==> config.mk <==
export PLATFORM = sky130hd
export DESIGN_NAME = fetch_sequencer_flat
export DESIGN_NICKNAME = d
export VERILOG_FILES = /design/src/rtl/fetch_if.sv /design/src/rtl/fetch_sequencer.sv /design/src/flat_wrapper.sv
export SDC_FILE = /design/constraint.sdc
export NUM_CORES = 1
export LEC_CHECK = 0
export ABC_AREA = 1
export CORE_MARGIN = 2
export CORE_UTILIZATION = 54
export CTS_CLUSTER_SIZE = 14
export DETAILED_ROUTE_END_ITERATION = 10
export PLACE_DENSITY = 0.87
export SLEW_MARGIN = 20
export SYNTH_ARGS = -nofsm -noshare
export SYNTH_HDL_FRONTEND = slang
export SYNTH_SLANG_ARGS = --single-unit
==> constraint.sdc <==
create_clock -name CLK -period 2.2 [get_ports CLK]
set_clock_uncertainty 0.2 [all_clocks]
set_input_delay 0.44 -clock CLK [delete_from_list [all_inputs] [get_ports CLK]]
set_output_delay 0.44 -clock CLK [all_outputs]
set_load 0.02 [all_outputs]
==> src/rtl/fetch_if.sv <==
// Fetch-side bundle: execute redirect, decode stall, instruction memory and decode outputs.
// The master modport is the fetch sequencer; the slave modport is everything around it.
interface fetch_if;
    logic        PCSrc;
    logic [31:0] Result;
    logic        Stall;
    logic        IMemValid;
    logic [31:0] IMemRData;
    logic        IMemReq;
    logic [31:0] IMemAddr;
    logic [31:0] Instr;
    logic        InstrValid;
    logic [31:0] PC;
    logic [31:0] PC_Plus_4;

    modport master (
        input  PCSrc, Result, Stall, IMemValid, IMemRData,
        output IMemReq, IMemAddr, Instr, InstrValid, PC, PC_Plus_4
    );

    modport slave (
        output PCSrc, Result, Stall, IMemValid, IMemRData,
        input  IMemReq, IMemAddr, Instr, InstrValid, PC, PC_Plus_4
    );
endinterface

==> src/rtl/fetch_sequencer.sv <==
// Instruction-fetch controller: owns fetch_pc, runs the req/valid memory handshake,
// holds one instruction plus a one-entry skid, and applies execute redirects.
//
// state | meaning
// IDLE  | post-reset, no request yet
// REQ   | request outstanding at fetch_pc
// HOLD  | Instr full and stalled, one word parked in the skid, no request
// KILL  | redirect arrived mid-access; finishing old access, target pending
module fetch_sequencer #(
    parameter logic [31:0] RESET_VECTOR = 32'h0000_0000
) (
    input  logic     CLK,
    input  logic     Reset,
    fetch_if.master  bus
);
    typedef enum logic [1:0] {IDLE, REQ, HOLD, KILL} state_t;

    state_t      r_state, w_state_nxt;
    logic [31:0] r_fetch_pc, w_fetch_pc_nxt;
    logic [31:0] r_target, w_target_nxt;
    logic [31:0] r_skid_data, w_skid_data_nxt;
    logic [31:0] r_skid_pc, w_skid_pc_nxt;
    logic [31:0] r_instr, w_instr_nxt;
    logic [31:0] r_pc, w_pc_nxt;
    logic [31:0] r_pc_p4, w_pc_p4_nxt;
    logic        r_valid, w_valid_nxt;

    logic        w_req;
    logic        w_done;
    logic        w_slot_free;
    logic [31:0] w_redir_pc;

    assign w_req       = (r_state == REQ) || (r_state == KILL);
    assign w_done      = w_req && bus.IMemValid;
    assign w_slot_free = !r_valid || !bus.Stall;
    assign w_redir_pc  = bus.Result & 32'hFFFF_FFFC;

    always_ff @(posedge CLK or negedge Reset) begin
        if (!Reset) begin
            r_state     <= IDLE;
            r_fetch_pc  <= RESET_VECTOR;
            r_target    <= RESET_VECTOR;
            r_skid_data <= 32'h0;
            r_skid_pc   <= RESET_VECTOR;
            r_instr     <= 32'h0;
            r_pc        <= RESET_VECTOR;
            r_pc_p4     <= RESET_VECTOR + 32'd4;
            r_valid     <= 1'b0;
        end else begin
            r_state     <= w_state_nxt;
            r_fetch_pc  <= w_fetch_pc_nxt;
            r_target    <= w_target_nxt;
            r_skid_data <= w_skid_data_nxt;
            r_skid_pc   <= w_skid_pc_nxt;
            r_instr     <= w_instr_nxt;
            r_pc        <= w_pc_nxt;
            r_pc_p4     <= w_pc_p4_nxt;
            r_valid     <= w_valid_nxt;
        end
    end

    always_comb begin
        w_state_nxt     = r_state;
        w_fetch_pc_nxt  = r_fetch_pc;
        w_target_nxt    = r_target;
        w_skid_data_nxt = r_skid_data;
        w_skid_pc_nxt   = r_skid_pc;
        w_instr_nxt     = r_instr;
        w_pc_nxt        = r_pc;
        w_pc_p4_nxt     = r_pc_p4;
        w_valid_nxt     = r_valid && bus.Stall;

        unique case (r_state)
            IDLE: begin
                w_state_nxt = REQ;
                if (bus.PCSrc) w_fetch_pc_nxt = w_redir_pc;
            end
            REQ: begin
                if (bus.PCSrc) begin
                    w_valid_nxt = 1'b0;
                    if (w_done) begin
                        w_fetch_pc_nxt = w_redir_pc;
                    end else begin
                        // old address must stay on the bus until memory answers
                        w_target_nxt = w_redir_pc;
                        w_state_nxt  = KILL;
                    end
                end else if (w_done) begin
                    w_fetch_pc_nxt = r_fetch_pc + 32'd4;
                    if (w_slot_free) begin
                        w_instr_nxt = bus.IMemRData;
                        w_pc_nxt    = r_fetch_pc;
                        w_pc_p4_nxt = r_fetch_pc + 32'd4;
                        w_valid_nxt = 1'b1;
                    end else begin
                        w_skid_data_nxt = bus.IMemRData;
                        w_skid_pc_nxt   = r_fetch_pc;
                        w_state_nxt     = HOLD;
                    end
                end
            end
            HOLD: begin
                if (bus.PCSrc) begin
                    w_valid_nxt    = 1'b0;
                    w_fetch_pc_nxt = w_redir_pc;
                    w_state_nxt    = REQ;
                end else if (w_slot_free) begin
                    w_instr_nxt = r_skid_data;
                    w_pc_nxt    = r_skid_pc;
                    w_pc_p4_nxt = r_skid_pc + 32'd4;
                    w_valid_nxt = 1'b1;
                    w_state_nxt = REQ;
                end
            end
            KILL: begin
                w_valid_nxt = 1'b0;
                if (w_done) begin
                    w_fetch_pc_nxt = bus.PCSrc ? w_redir_pc : r_target;
                    w_state_nxt    = REQ;
                end else if (bus.PCSrc) begin
                    w_target_nxt = w_redir_pc;
                end
            end
            default: w_state_nxt = IDLE;
        endcase
    end

    assign bus.IMemReq    = w_req;
    assign bus.IMemAddr   = r_fetch_pc;
    assign bus.Instr      = r_instr;
    assign bus.InstrValid = r_valid;
    assign bus.PC         = r_pc;
    assign bus.PC_Plus_4  = r_pc_p4;
endmodule

==> src/flat_wrapper.sv <==
// flat-port wrapper written by rule: the top's interface ports become plain ports
module fetch_sequencer_flat 
#(
    parameter logic [31:0] RESET_VECTOR = 32'h0000_0000
)
  (CLK, Reset, bus_PCSrc, bus_Result, bus_Stall, bus_IMemValid, bus_IMemRData, bus_IMemReq, bus_IMemAddr, bus_Instr, bus_InstrValid, bus_PC, bus_PC_Plus_4);
  fetch_if bus_i ();
  input  logic CLK;
  input  logic Reset;
  input wire logic [$bits(bus_i.PCSrc)-1:0] bus_PCSrc;
  input wire logic [$bits(bus_i.Result)-1:0] bus_Result;
  input wire logic [$bits(bus_i.Stall)-1:0] bus_Stall;
  input wire logic [$bits(bus_i.IMemValid)-1:0] bus_IMemValid;
  input wire logic [$bits(bus_i.IMemRData)-1:0] bus_IMemRData;
  output wire logic [$bits(bus_i.IMemReq)-1:0] bus_IMemReq;
  output wire logic [$bits(bus_i.IMemAddr)-1:0] bus_IMemAddr;
  output wire logic [$bits(bus_i.Instr)-1:0] bus_Instr;
  output wire logic [$bits(bus_i.InstrValid)-1:0] bus_InstrValid;
  output wire logic [$bits(bus_i.PC)-1:0] bus_PC;
  output wire logic [$bits(bus_i.PC_Plus_4)-1:0] bus_PC_Plus_4;
  assign bus_i.PCSrc = bus_PCSrc;
  assign bus_i.Result = bus_Result;
  assign bus_i.Stall = bus_Stall;
  assign bus_i.IMemValid = bus_IMemValid;
  assign bus_i.IMemRData = bus_IMemRData;
  assign bus_IMemReq = bus_i.IMemReq;
  assign bus_IMemAddr = bus_i.IMemAddr;
  assign bus_Instr = bus_i.Instr;
  assign bus_InstrValid = bus_i.InstrValid;
  assign bus_PC = bus_i.PC;
  assign bus_PC_Plus_4 = bus_i.PC_Plus_4;
  fetch_sequencer #(.RESET_VECTOR(RESET_VECTOR)) u_core (.CLK(CLK), .Reset(Reset), .bus(bus_i));
endmodule
==> results of run 1 <==
Yosys cell counts (2+ instances only):
master,number
sky130_fd_sc_hd__inv_2,3
sky130_fd_sc_hd__nand3_1,38
sky130_fd_sc_hd__nand2_2,3
sky130_fd_sc_hd__clkbuf_1,37
sky130_fd_sc_hd__buf_4,7
sky130_fd_sc_hd__a21oi_2,2
sky130_fd_sc_hd__nor3_1,15
sky130_fd_sc_hd__ha_1,2
sky130_fd_sc_hd__o21ai_2,48
sky130_fd_sc_hd__xor2_1,18
sky130_fd_sc_hd__o221ai_1,25
sky130_fd_sc_hd__inv_1,146
sky130_fd_sc_hd__o211ai_1,4
sky130_fd_sc_hd__nor2_2,5
sky130_fd_sc_hd__a21oi_1,95
sky130_fd_sc_hd__o31ai_1,2
sky130_fd_sc_hd__o21a_1,2
sky130_fd_sc_hd__mux2_2,3
sky130_fd_sc_hd__nand2_1,578
sky130_fd_sc_hd__buf_2,25
sky130_fd_sc_hd__buf_1,3
sky130_fd_sc_hd__o2111ai_1,2
sky130_fd_sc_hd__a31oi_1,2
sky130_fd_sc_hd__a32oi_1,2
sky130_fd_sc_hd__a22oi_1,10
sky130_fd_sc_hd__and2_1,2
sky130_fd_sc_hd__nor2_1,128
sky130_fd_sc_hd__dfrtp_1,224
sky130_fd_sc_hd__nor2_4,3
sky130_fd_sc_hd__nand4_1,4
sky130_fd_sc_hd__o21ai_0,147
sky130_fd_sc_hd__o21ai_1,7
sky130_fd_sc_hd__buf_6,13
sky130_fd_sc_hd__nand3b_1,3
layout make-up:
class	count	area [sq um]	area share [%]
clock buffer	38	754.5	4.843
clock inverter	5	57.56	0.3694
inverter	150	568.0	3.646
multi-input combinational	1157	5477	35.15
sequential	225	5642	36.21
tap	280	350.3	2.249
timing repair buffer	274	2730	17.52
report_power, final:
group	internal, uW	switching, uW
clock network	2460	1660
registers	5800	1330
logic	3490	5110
sequential cells by signal (all words and copies together), names as in the netlist:
| register | count |
|---|---|
| u_core.bus.IMemAddr | 32 |
| u_core.bus.Instr | 32 |
| u_core.bus.PC_Plus_4 | 32 |
| u_core.r_skid_data | 32 |
| u_core.r_skid_pc | 32 |
| u_core.r_target | 32 |
| u_core.bus.PC | 30 |
| u_core.r_state | 2 |
| u_core.bus.InstrValid | 1 |
routing by layer:
layer,part of all wire (%),track usage (%),vias to the layer above
met5,0,0,-
met4,3.4,9.699,0
met3,9.1,5.186,80
met2,46,48.78,558
met1,42,41.43,5478
li1,-,-,5629
worst min path at each step:
stage / end / slack [ns]
floorplan: u_core.bus.IMemAddr[0] / -0.06
global placement: u_core.r_skid_data[26] / 0.22
detailed placement: u_core.bus.Instr[26] / 0.22
CTS: u_core.bus.Instr[26] / 0.26
global route: u_core.bus.PC_Plus_4[17] / 0.29
finish: u_core.bus.Instr[26] / 0.26
timing repair:
| item | 4_1_cts | 5_1_grt |
|---|---|---|
| gates resized for setup | 35 | 22 |
| hold buffers | 1 | 0 |
| setup endpoints to repair | 32 | 37 |
| setup buffers | 0 | 2 |
| endpoints found under the hold margin | 52 | 0 |
kinds of logic (layout without fill, tap and decap cells):
group	count (synthesis)	after routing
flip-flops	225	225
XOR/XNOR	19	19
multiplexers	4	4
adder cells (fa/ha/maj)	2	2
buffers and inverters	235	467
AO/OA/AOI/OAI	352	352
AND/OR/NAND/NOR	780	780
stage by stage:
step,hold WS [ns],worst slack [ns],instance area (sq um),power (uW)
2_1_floorplan,-0.05559,0.2468,12110,11810
3_3_place_gp,0.2151,-0.2454,14720,15470
3_5_place_dp,0.2199,-0.2662,14720,15770
4_1_cts,0.2633,0.003344,15500,19820
5_1_grt,0.2931,-0.006813,15580,21010
6_report,0.2575,0.03050,15580,19850
==> flow_summary.toml, run 1 <==
[worst_setup_path]
cp-end-kind = "output port"
timing.critical_path.to = "bus_Instr[5]"
worst_ep_arrival_time_ns = 1.53
critical_path.cell_chain = "clkdlybuf4s50_1"
critical_path_cell_count = 1
path_delay_family = "buffers and inverters"
reg2reg_depth = 7
regToRegSetupSlack_ns = 0.12
start_kind = "flop"
worstSetupPathType = "reg -> out"
critical_path_slowest_stage_cell = "sky130_fd_sc_hd__clkdlybuf4s50_1"
critical_path.n_buffers_inverters = 1
worst_reg2reg_startpoint = "u_core.r_state[0]"
cp-startpoint = "u_core.bus.Instr[5]"
endpoint_of_the_worst_register_to_register_path = "u_core.bus.Instr[24]"
cp_max_fo = 2
crit_path_max_incr_delay_ns = 0.62
critPathRequiredTime_ns = 1.56

[floorplan]
placeableCoreArea_sq_um = 21890
num_io_pins = 199
die_area_sq_um = 23640
initial_core_util_pct = 55.31
std_cell_rows = 54
die_width_microns = 153.7
chip_height_microns = 153.7

[routing]
ant_nets = 0
dr_total_vias = 11750
routed_wire_length_per_instance_microns = 16.96
drt_wl_total_mm = 36.11
avgViaCountPerCell = 5.517
dr.pass1.iters = 6
drc = 0
drt-initial-drc-count = 1009

[yosys]
synth_top_area_share_pct = 46.30
dominant_combinational_cell_family_by_area_after_synthesis = "simple AND/OR/NAND/NOR gates"
yosys.area.top_type = "sky130_fd_sc_hd__dfrtp_1"
seq_area_frac_synth_pct = 46.51
postSynthCellCount = 1617
synth-main-ff-cell = "sky130_fd_sc_hd__dfrtp_1"
synth_fa_ha_area_share_pct = 0.2067
parity_gate_share_of_the_synthesized_area_counting_xor_and_xnor_cells_pct = 1.374
syn_area_sq_um = 12110
synthesized_area_fraction_occupied_by_ao_oa_aoi_and_oai_cells_pct = 17.52
muxShareOfSynthArea_pct = 0.3720
async_reset_ff_share_pct = 100.0
post_syn_nets = 1688
post_synth.cell_area_avg_sq_um = 7.488
post_synth_and_or_nand_nor_area_fraction_pct = 25.43
synth.area.top_cells = "sky130_fd_sc_hd__dfrtp_1, sky130_fd_sc_hd__nand2_1, sky130_fd_sc_hd__o21ai_0"
number_of_register_bits_inferred_by_synthesis = 225
synth.distinct_cells = 43
count_of_synthesis_stage_warnings_from_yosys = 0
synth-edff-count = 0

[final_layout]
drive_gt1_share_pct = 10.82
area_growth_pct = 28.67
layout.cells.most_common_list = "sky130_fd_sc_hd__nand2_1, sky130_fd_sc_hd__dfrtp_1, sky130_fd_sc_hd__clkdlybuf4s50_1"
post-route-util_pct = 71.16
layout.cells.most_common = "sky130_fd_sc_hd__nand2_1"
filler_cell_count = 1763
antenna-diode-count = 0
final_standard_cell_count_with_taps_included_and_fillers_excluded = 2129
final_nets = 1904

[sta]
slew-limit-headroom_pct = 55.21
setup_viol = 0
achievable-frequency_mhz = 460.9
timing_max_transition_violations_final = 0
finalCriticalPeriod_ns = 2.169
final-hold-violation-count = 0
setup_tns_ns = 0
final_min_period_over_clock_period_pct = 98.61
worst_slew_pin_slew_ns = 0.6649

[clock_network]
numCtsBuffers = 25
clk_tree_root_cell = "sky130_fd_sc_hd__clkbuf_16"
cts_max_level = 1
clock_latency_ns = 0.53
cts.reportedPaths.clkPinSlew_ns = 0.06
cts_tree = "built"
clock_sink_count = 225
cts_max_path_buffers = 3

[place]
place.gp.congestion = 0.9347
numPortBuffers = 196
dp.final_hpwl_mm = 26.80
dpl.cell_count = 2083

[pwr]
power_leakage_uw = 0.007525
worst_ir_drop_vdd_mv = 0.6267
power-per-cell-area_nw_per_um2 = 1274

[grt]
maximum_number_of_pins_on_one_net_before_global_route_repair = 74
grt_antenna_before_repair = 0
grt_pass1_wl_mm = 57.66
number_of_global_route_vias_before_repair = 11230
gr-total-overflow = 0
grt.total_usage_pct = 30.06

[outcome]
outcome = "finished clean"

[flow_run]
max-cap-violations = 0

[worst_hold_path]
timing.hold.worst.class = "in -> async"
Power figures use the tool's default switching activity.
==> run 2, diff against run 1 <==
Settings changed: ABC_CLOCK_PERIOD_IN_PS set to 2200, GPL_TIMING_DRIVEN set to 0.
==> flow_summary.toml, run 2 (synthesis results as in run 1) <==
[worst_setup_path]
cp-end-kind = "output port"
start_kind = "flop"
critical_path.cell_chain = "clkdlybuf4s50_1"
crit_path_max_incr_delay_ns = 0.66
cp_max_fo = 2
worstSetupPathType = "reg -> out"
critPathRequiredTime_ns = 1.56
worst_ep_arrival_time_ns = 1.54
critical_path_slowest_stage_cell = "sky130_fd_sc_hd__clkdlybuf4s50_1"
path_delay_family = "buffers and inverters"
critical_path.n_buffers_inverters = 1

[routing]
drt_wl_total_mm = 39.98
avgViaCountPerCell = 5.721
dr.pass1.iters = 6
dr_total_vias = 12310
drc = 0
ant_nets = 0
routed_wire_length_per_instance_microns = 18.59
drt-initial-drc-count = 1279

[final_layout]
final_nets = 1930
final_design_instance_area_without_fill_sq_um = 15530
area_growth_pct = 28.25
layout.cells.most_common = "sky130_fd_sc_hd__nand2_1"
antenna-diode-count = 0
filler_cell_count = 1763
drive_gt1_share_pct = 10.80
layout.cells.most_common_list = "sky130_fd_sc_hd__nand2_1, sky130_fd_sc_hd__dfrtp_1, sky130_fd_sc_hd__clkdlybuf4s50_1"

[flow_run]
max-cap-violations = 0

[clock_network]
cts_max_path_buffers = 3
cts_max_level = 1
numCtsBuffers = 25
cts.reportedPaths.clkPinSlew_ns = 0.06
cts_tree = "built"
clock_latency_ns = 0.53
clock_sink_count = 225
clk_tree_root_cell = "sky130_fd_sc_hd__clkbuf_16"

[grt]
gr-total-overflow = 0
global_route.peak_usage_layer = "met2"
maximum_number_of_pins_on_one_net_before_global_route_repair = 102
grtUsageMet1_pct = 45.89
globalRouteMet2Util_pct = 54.54
grt.total_usage_pct = 33.20
grt_pass1_wl_mm = 62.80
grt_antenna_before_repair = 0
number_of_global_route_vias_before_repair = 11820
gr-usage-met3_pct = 3.410

[floorplan]
chip_height_microns = 153.7
placeableCoreArea_sq_um = 21890
std_cell_rows = 54
initial_core_util_pct = 55.31
die_area_sq_um = 23640
num_io_pins = 199
die_width_microns = 153.7

[place]
numPortBuffers = 196
dp.final_hpwl_mm = 30.15
detailed_place.area_sq_um = 14480
place.gp.congestion = 0.9451
post-place-ws_ns = -0.6694

[sta]
slew-limit-headroom_pct = 60.58
setup_viol = 0
final_min_period_over_clock_period_pct = 99.11
finalCriticalPeriod_ns = 2.180
final-hold-violation-count = 0
achievable-frequency_mhz = 458.6
timing_max_transition_violations_final = 0
worst_slack_ns = 0.01950
worst_slew_pin_slew_ns = 0.5914

[worst_hold_path]
timing.hold.worst.class = "in -> async"

[pwr]
worst_ir_drop_vdd_mv = 0.5755
power-per-cell-area_nw_per_um2 = 1283
power_leakage_uw = 0.007371

[outcome]
outcome = "finished clean"
## run 2: changes by cell type in the layout (fill, tap and decap cells not counted), moves of 10 or more
cell,change
sky130_fd_sc_hd__buf_12,-15
sky130_fd_sc_hd__buf_2,+19
sky130_fd_sc_hd__buf_4,-38
sky130_fd_sc_hd__buf_6,+17
sky130_fd_sc_hd__clkbuf_1,+31
sky130_fd_sc_hd__dlymetal6s2s_1,-10
## run 2: layout make-up
class / count / area [sq um] / area share (%)
Timing Repair Buffer: 215 / 2113 / 13.61
Inverter: 150 / 565.5 / 3.642
Tap cell: 280 / 350.3 / 2.256
Multi-Input combinational cell: 1157 / 5583 / 35.95
Buffer: 85 / 519.2 / 3.344
Clock buffer: 35 / 713.2 / 4.593
Sequential cell: 225 / 5639 / 36.31
Clock inverter: 4 / 45.04 / 0.2901
## run 2: worst paths after layout
path / slack [ns] / depth (start not counted) / endpoint / startpoint
setup / recovery: 0.02 / 1 / bus_PC_Plus_4[12] / u_core.bus.PC_Plus_4[12]
hold / removal: 0.24 / 2 / u_core.bus.Instr[26] / Reset
setup reg to reg: 0.05 / 10 / u_core.bus.PC_Plus_4[2] / u_core.r_state[0]
hold reg to reg: 0.27 / 2 / u_core.bus.PC_Plus_4[4] / u_core.bus.PC_Plus_4[4]
max in group asynchronous: 0.69 / 3 / u_core.r_skid_pc[2] / Reset
min in group CLK: 0.27 / 2 / u_core.bus.PC_Plus_4[4] / u_core.bus.PC_Plus_4[4]
## run 2: where the power goes
group	internal (uW)	switching (uW)	leakage, uW
Combinational	3520	5250	0.00431
Sequential	5800	1370	0.00268
Clock	2340	1650	0.000376
## run 2: through the flow
stage	instances	hold slack (ns)	total power, uW	setup TNS (ns)	utilization (%)
2_1_floorplan	1617	-0.05559	11810	0	-
4_1_cts	2137	0.2579	19630	-0.03810	69.71
6_report	2151	0.2448	19930	0	70.94
3_3_place_gp	2093	0.2526	15470	-2044.43	65.87
5_1_grt	2151	0.2935	21010	-0.09490	70.94
3_5_place_dp	2095	0.2004	15760	-86.01	66.15
## run 2: per-layer routing
layer  vias up  wire [microns]
met2       751           18610
met5         -               0
met1      5777           16050
met3        97            3696
met4         0            1629
li1       5680               -
## run 2: what timing repair did
action,4_1_cts,5_1_grt
setup buffers,2,14
hold buffers,1,0
cloned,0,0
hold endpoints to repair,56,0
gates resized for setup,53,54
pin swaps,2,4
endpoints found under the setup margin,127,161
==> run 3, diff against run 2 <==
Settings changed: CORE_ASPECT_RATIO set to 2.
==> flow_summary.toml, run 3 (synthesis results as in run 1) <==
[pwr]
power-per-cell-area_nw_per_um2 = 1266
pwr-share-comb_pct = 45.3
pwr-share-seq_pct = 36.6
power_switching_uw = 8322
switching_share_pct = 42.40
worst_ir_drop_vdd_mv = 0.8434
power.total_uw = 19630
power.share.clock_pct = 18.2
power_leakage_uw = 0.007387
internal-power_uw = 11300

[outcome]
outcome = "finished clean"

[sta]
timing_max_transition_violations_final = 0
grt_setup_unrepaired = "true"
achievable-frequency_mhz = 455.8
finalCriticalPeriod_ns = 2.194
worst_slew_pin_slew_ns = 0.6682
final-hold-violation-count = 0
finalHoldWorstSlack_ns = 0.2412
slew-limit-headroom_pct = 55.45
setup_viol = 0
final_min_period_over_clock_period_pct = 99.73

[floorplan]
die_width_microns = 109.9
die_area_sq_um = 23710
placeableCoreArea_sq_um = 22060
num_io_pins = 199
std_cell_rows = 77
initial_core_util_pct = 54.88
chip_height_microns = 215.8

[worst_setup_path]
critical_path.cell_chain = "clkdlybuf4s50_1, buf_4, nor2_4, nand2_1, a21oi_1, o21a_2, buf_4, buf_2, o221ai_1, nand2_1"
endpoint_of_the_worst_register_to_register_path = "u_core.bus.PC_Plus_4[8]"
worst_ep_arrival_time_ns = 2.46
regToRegSetupSlack_ns = 0.04
worstSetupPathType = "in -> reg"
cp_max_fo = 10
worst_reg2reg_startpoint = "u_core.r_state[0]"
crit_path_max_incr_delay_ns = 0.43
reg2reg_depth = 10
critPathRequiredTime_ns = 2.47
cp-end-kind = "flop"
critical_path_slowest_stage_cell = "sky130_fd_sc_hd__clkdlybuf4s50_1"
start_kind = "input port"

[clock_network]
clock_latency_ns = 0.53
cts_max_level = 1
cts_tree = "built"
numCtsBuffers = 21
clk_tree_root_cell = "sky130_fd_sc_hd__clkbuf_16"
cts_max_path_buffers = 3
clock_sink_count = 225
cts.reportedPaths.clkPinSlew_ns = 0.07

[routing]
met2_wirelength_mm = 22.11
drc = 0
detail_route.wirelength.met1_mm = 14.36
route.met3.wl_mm = 2.119
top_signal_layer_used = "met4"
drt_wl_total_mm = 42.65
avgViaCountPerCell = 5.647
dr.pass1.iters = 5
routed_wire_length_per_instance_microns = 19.87
dr_total_vias = 12120
ant_nets = 0
drt-initial-drc-count = 825

[worst_hold_path]
timing.hold.worst.class = "in -> async"

[place]
place.gp.congestion = 0.9762
dpl.cell_count = 2091
dp.final_hpwl_mm = 32.62
numPortBuffers = 196

[final_layout]
post-route-util_pct = 70.28
drive_gt1_share_pct = 11.56
layout.cells.most_common_list = "sky130_fd_sc_hd__nand2_1, sky130_fd_sc_hd__dfrtp_1, sky130_fd_sc_hd__clkdlybuf4s50_1"
final_nets = 1925
area_growth_pct = 28.07
final_standard_cell_count_with_taps_included_and_fillers_excluded = 2146
layout.cells.most_common = "sky130_fd_sc_hd__nand2_1"

[flow_run]
max-cap-violations = 0

[grt]
grt.total_usage_pct = 36.51
number_of_global_route_vias_before_repair = 12360
maximum_number_of_pins_on_one_net_before_global_route_repair = 103
grt_antenna_before_repair = 0
grt_pass1_wl_mm = 65.79
gr-total-overflow = 0
==> run 3: changes by cell type in the layout (fill, tap and decap cells not counted), moves of 4 or more <==
cell                              previous run  this run
sky130_fd_sc_hd__nor2_2                      6        10
sky130_fd_sc_hd__clkbuf_2                    3         7
sky130_fd_sc_hd__nand2_1                   576       572
sky130_fd_sc_hd__clkdlybuf4s50_1           159       154
sky130_fd_sc_hd__clkbuf_16                  25        21
sky130_fd_sc_hd__dlymetal6s2s_1              1         7
sky130_fd_sc_hd__nand2_2                     2         8
sky130_fd_sc_hd__nor2_1                    117       112
==> run 3: critical path, delay by kind of cell <==
family / cells / cell delay (ns)
compound gates: 3 / 0.65
buf+inv: 4 / 1.04
simple gates: 3 / 0.34
==> run 3: area by class of cell <==
type | count | area [sq um]
plain buffers | 84 | 520.5
diodes | 1 | 2.502
clock buffers | 34 | 624.3
repair buffers | 215 | 2161
clock inverters | 4 | 23.77
multi-input cells | 1157 | 5620
inverters | 150 | 565.5
fillers | 1779 | 6556
well taps | 276 | 345.3
flip-flops and latches | 225 | 5643
==> run 3: repair_timing <==
item                       4_1_cts  5_1_grt
resized for setup               71       58
pin swaps                        1        5
hold endpoints to repair        61        0
hold buffers                     1        0
buffers inserted                 7        9
setup endpoints to repair      100      150
==> run 3: worst max path at each step <==
stage,from,to,slack [ns],cells past startpoint
CTS,u_core.r_skid_pc[10],u_core.bus.PC_Plus_4[28],0.003,11
global route,u_core.bus.IMemAddr[3],u_core.bus.IMemAddr[28],-0.04,12
floorplan,u_core.bus.IMemAddr[3],u_core.bus.IMemAddr[14],0.25,10
global placement,Reset,u_core.r_skid_data[7],-8.86,1
detailed placement,bus_PCSrc,u_core.bus.IMemAddr[11],-0.71,9
finish,bus_PCSrc,u_core.bus.PC_Plus_4[8],0.006,10
==> run 3: layer usage <==
| metal | vias to the layer above | track usage, % |
|---|---|---|
| li1 | 5675 | - |
| met1 | 5736 | 37.47 |
| met2 | 533 | 64.17 |
| met3 | 174 | 4.440 |
| met4 | 0 | 29.07 |
| met5 | - | 0 |
==> run 3: power groups by stage <==
stage	sequential, uW	clock (uW)	combinational, uW
2_1_floorplan	8070	0	3740
6_report	7170	3560	8890
4_1_cts	7100	3580	8680
3_5_place_dp	7170	0	8630
3_3_place_gp	7130	0	8420
5_1_grt	7340	3700	9660
==> run 3: through the flow <==
step | instance area [sq um] | setup TNS, ns | setup WS (ns)
6_report | 15510 | 0 | 0.005951
5_1_grt | 15500 | -0.2263 | -0.03685
4_1_cts | 15260 | 0 | 0.003124
3_5_place_dp | 14480 | -97.77 | -0.7148
3_3_place_gp | 14420 | -2084.09 | -8.857
2_1_floorplan | 12110 | 0 | 0.2468
